<file path="src/rtl/cacheline_writeback_adapter_pkg.sv">
// Shared types and sizes for the cacheline writeback adapter, which serializes one
// dirty cacheline into a burst of memory write beats.
package cacheline_writeback_adapter_pkg;

    localparam int CACHELINE_BITS = 256;
    localparam int BMEM_BEAT_BITS = 64;
    localparam int BMEM_BURST_LEN = CACHELINE_BITS / BMEM_BEAT_BITS;

    // BURSTINGn drives beat n-1, so state[1:0] of BURSTING1..3 is the index of the next beat.
    typedef enum logic [2:0] {
        IDLE      = 3'd0,
        BURSTING1 = 3'd1,
        BURSTING2 = 3'd2,
        BURSTING3 = 3'd3,
        BURSTING4 = 3'd4,
        DONE      = 3'd5
    } wb_adapter_state_t;

endpackage

</file>
<file path="src/rtl/cacheline_writeback_adapter.sv">
// Accepts one cacheline writeback from the data cache and emits it as four
// back-pressurable 64-bit write beats on the burst-memory port (Moore outputs).
module cacheline_writeback_adapter
    import cacheline_writeback_adapter_pkg::*;
#(
    parameter int ADDR_WIDTH = 32,
    parameter int LINE_BITS  = CACHELINE_BITS,
    parameter int BEAT_BITS  = BMEM_BEAT_BITS
) (
    input  logic                  clk,
    input  logic                  rst,
    input  logic                  wb_req,
    input  logic [ADDR_WIDTH-1:0] wb_addr,
    input  logic [LINE_BITS-1:0]  wb_line,
    output logic                  wb_ready,
    output logic                  wb_done,
    output logic                  bmem_write,
    output logic [ADDR_WIDTH-1:0] bmem_addr,
    output logic [BEAT_BITS-1:0]  bmem_wdata,
    input  logic                  bmem_ready
);

    localparam int OFFSET_BITS = $clog2(LINE_BITS / 8);

    wb_adapter_state_t     state;
    logic [ADDR_WIDTH-1:0] addr_q;
    logic [LINE_BITS-1:0]  line_q;

    logic [ADDR_WIDTH-1:0] aligned_addr;
    logic [1:0]            next_beat;
    logic [BEAT_BITS-1:0]  next_wdata;
    logic                  unused_offset;

    assign aligned_addr  = {wb_addr[ADDR_WIDTH-1:OFFSET_BITS], {OFFSET_BITS{1'b0}}};
    assign unused_offset = ^wb_addr[OFFSET_BITS-1:0];
    assign next_beat     = state[1:0];
    assign next_wdata    = line_q[next_beat*BEAT_BITS +: BEAT_BITS];

    // Outputs are registered alongside the state so they depend only on flops.
    always_ff @(posedge clk) begin
        if (rst) begin
            state      <= IDLE;
            addr_q     <= '0;
            line_q     <= '0;
            wb_ready   <= 1'b1;
            wb_done    <= 1'b0;
            bmem_write <= 1'b0;
            bmem_addr  <= '0;
            bmem_wdata <= '0;
        end else begin
            case (state)
                IDLE: begin
                    if (wb_req) begin
                        state      <= BURSTING1;
                        addr_q     <= aligned_addr;
                        line_q     <= wb_line;
                        wb_ready   <= 1'b0;
                        bmem_write <= 1'b1;
                        bmem_addr  <= aligned_addr;
                        bmem_wdata <= wb_line[BEAT_BITS-1:0];
                    end
                end
                BURSTING1, BURSTING2, BURSTING3: begin
                    // A stalled beat keeps state, address and data untouched.
                    if (bmem_ready) begin
                        state      <= wb_adapter_state_t'(state + 3'd1);
                        bmem_wdata <= next_wdata;
                    end
                end
                BURSTING4: begin
                    if (bmem_ready) begin
                        state      <= DONE;
                        bmem_write <= 1'b0;
                        bmem_wdata <= '0;
                        wb_done    <= 1'b1;
                    end
                end
                DONE: begin
                    state    <= IDLE;
                    wb_done  <= 1'b0;
                    wb_ready <= 1'b1;
                    bmem_addr <= addr_q;
                end
                default: begin
                    state      <= IDLE;
                    wb_ready   <= 1'b1;
                    wb_done    <= 1'b0;
                    bmem_write <= 1'b0;
                    bmem_wdata <= '0;
                end
            endcase
        end
    end

endmodule

</file>
<file path="config.mk">
export PLATFORM = sky130hd
export DESIGN_NAME = cacheline_writeback_adapter
export DESIGN_NICKNAME = d
export VERILOG_FILES = /design/src/rtl/cacheline_writeback_adapter_pkg.sv /design/src/rtl/cacheline_writeback_adapter.sv
export SDC_FILE = /design/constraint.sdc
export NUM_CORES = 1
export LEC_CHECK = 0
export ABC_AREA = 1
export CORE_MARGIN = 5
export CORE_UTILIZATION = 54
export DETAILED_ROUTE_END_ITERATION = 12
export HOLD_SLACK_MARGIN = 0.05
export PLACE_DENSITY_LB_ADDON = 0.15
export SETUP_SLACK_MARGIN = 0.2
export SLEW_MARGIN = 10
export SYNTH_ARGS = -nofsm -noshare
export SYNTH_HDL_FRONTEND = slang
export SYNTH_SLANG_ARGS = --single-unit
</file>
<file path="constraint.sdc">
create_clock -name clk -period 5.7 [get_ports clk]
set_input_delay 0.855 -clock clk [delete_from_list [all_inputs] [get_ports clk]]
set_output_delay 0.855 -clock clk [all_outputs]
set_load 0.005 [all_outputs]
</file>
==> flow_summary.toml <==
[pwr]
pwr_density_cell_mw_per_mm2 = 491
ir_drop_mv = 0.319
leakagePower_nw = 9.61
total_power_mw = 10.7

[place]
globalplace.congestion = 0.830
hpwl_um = 31300
io_buffers = 380

[timing]
relSlewSlack = 0.208
hold_slack_ps = 451
rsz0062_at_grt = "false"
slew_viol_final = 0
period_needed_ps = 3630
finClkSkew_ps = 11.4
setup_viol = 0
tightest_slew_ps = 1190
tns_ps = 0
finalHoldViolCount = 0
fmaxAchievable_mhz = 275
period_share = 0.637

[yosys]
synth_top_area_frac = 0.453
synthCells = 2513
synth_common_cells = "nand2_1, dfxtp_1, inv_1, a21oi_1, o21ai_0"
syn_area_mm2 = 0.0168
yosysSeqAreaShare = 0.453
yosys_register_bits = 380
synth_edf_count = 0
yosysUniqueCellTypes = 26
syn_avg_cell_area_um2 = 6.68
synth-main-ff-cell = "dfxtp_1"
synth_most_common_cell = "nand2_1"
async_flop_share = 0
yosys-top-cells-area = "dfxtp_1, nand2_1, a21oi_1"
synth_top_area_cell = "dfxtp_1"
yosys_warnings = 0

[worst_setup_path]
critPathMaxStageDelay_ps = 1040
slowest_stage = "dfxtp_4"
critPathKind = "reg -> reg"
critical_path_buf_inv_count = 3
worstPathCellList = "inv_2 -> ha_1 -> nand3_1 -> nand2_1 -> inv_1 -> nand3_4 -> buf_4 -> nand2_1 -> nand2_1 -> nor2_1"
crit_fanout = 70
reg2reg_depth = 10
cp_common_cell = "nand2_1"
critPathRequiredTime_ps = 6160
endpoint_kind = "flop"
start_kind = "flop"
crit_family = "simple AND/OR/NAND/NOR gates"
arrival_ps = 4090
cp_num_cells = 10

[die]
die_w_um = 186
die_area_mm2 = 0.0347
die_h_um = 186
coreArea_mm2 = 0.0307
io_pins = 391
initial_core_util = 0.547
rows = 64

[drt]
drt-pass1-iter-count = 5
routed_wl_um = 50000
vias = 16700
via_per_inst = 5.22
final_antenna_net_count = 0
remaining_drc_errors = 0
drtIter0Drc = 1177
wl_per_cell_um = 15.6

[clock_tree]
cts_tree = "yes"
clk_pin_slew_worst_paths_ps = 60
htreeDepth = 2
cts_resized = 0
clockRootBuffer = "clkbuf_16"
numCtsBuffers = 40
postCtsSetupBuffers = 0
cts_hold_buf = 0
clk_latency_ps = 530
clockBufferDepth = 3
cts.sinks = 380

[global_routing]
grt_max_degree = 168
antenna_found_initial = 12
grt_pass1_vias = 16100
grt_pass1_wl_um = 80300
grt-ovfl-total = 0
grt_use_total = 0.273

[run_status]
status = "finished clean"

[worst_hold_path]
min_path_cells = 2
hp-class = "reg -> reg"

[job]
max-cap-violations = 0

[cells_and_area]
syn2layout_area_growth_pct = 29.6
final_net_count = 3071
fin_util = 0.709
final_layout_size_suffix_gt1_frac = 0.0321
-- area by class of cell --
cell class | count | area [µm²]
diodes | 10 | 25.0
clock buffers | 62 | 1170
clock inverters | 10 | 114
fillers | 2533 | 8910
inverters | 334 | 1260
multi-input cells | 1620 | 7110
flip-flops and latches | 380 | 7610
well taps | 396 | 495
repair buffers | 398 | 3960
-- cell usage in the layout, fill, tap and decap left out, drive strengths merged --
cell type	synthesis	final
clkdlybuf4s50	0	379
a21oi	285	285
nor2	134	134
o211ai	1	1
nand3	134	134
dfxtp	380	380
clkinvlp	0	1
a21o	1	1
buf	78	19
o21bai	1	1
a22oi	1	1
nand2	764	764
o21ai	261	261
clkbuf	105	62
a31oi	28	28
conb	1	5
diode	0	10
ha	5	5
inv	332	335
bufinv	0	2
clkinv	2	6
-- where the power goes --
| part | switching (mW) | leakage, nW | total [mW] | internal, mW |
|---|---|---|---|---|
| Combinational | 2.66 | 5.84 | 4.28 | 1.61 |
| Clock | 1.06 | 0.629 | 2.57 | 1.51 |
| Sequential | 0.379 | 3.14 | 3.82 | 3.44 |
-- worst paths after layout --
path               start             end  slack (ps)
max             state[1]  bmem_wdata[29]        2070
min          line_q[162]     line_q[162]         450
max reg2reg     state[1]  bmem_wdata[29]        2070
min reg2reg  line_q[162]     line_q[162]         450
-- kinds of logic after synthesis --
logic type | share of synthesized area
AO/OA/AOI/OAI | 0.175
adder cells (fa/ha/maj) | 0.00373
buffers and inverters | 0.126
flip-flops | 0.453
other | 0.000223
AND/OR/NAND/NOR | 0.242
-- state kept, by name, indices dropped and copies added, names as in the netlist --
signal / count
line_q: 256
bmem_wdata: 64
addr_q: 27
bmem_addr: 27
state: 3
bmem_write: 1
wb_done: 1
wb_ready: 1
-- per-stage QoR --
step                std cells  area, µm²  setup slack, ps
global placement         3128      20400             2140
CTS                      3200      21700             2050
global route             3209      21800             1780
floorplan                2517      16800             3690
finish                   3210      21800             2070
detailed placement       3128      20400             2110
-- worst register-to-register path: cells and delay by family (launching register included) --
kind	cells	cell delay (ps)
AND/OR/NAND/NOR	6	1200
buffers and inverters	3	950
flip-flops	1	1040
adder cells (fa/ha/maj)	1	370
-- metal layers --
| layer | part of all wire | GRT usage |
|---|---|---|
| met5 | 0.00082 | 0 |
| met4 | 0.036 | 0.109 |
| met3 | 0.079 | 0.0525 |
| met2 | 0.47 | 0.455 |
| met1 | 0.41 | 0.349 |
Power figures use the tool's default switching activity.
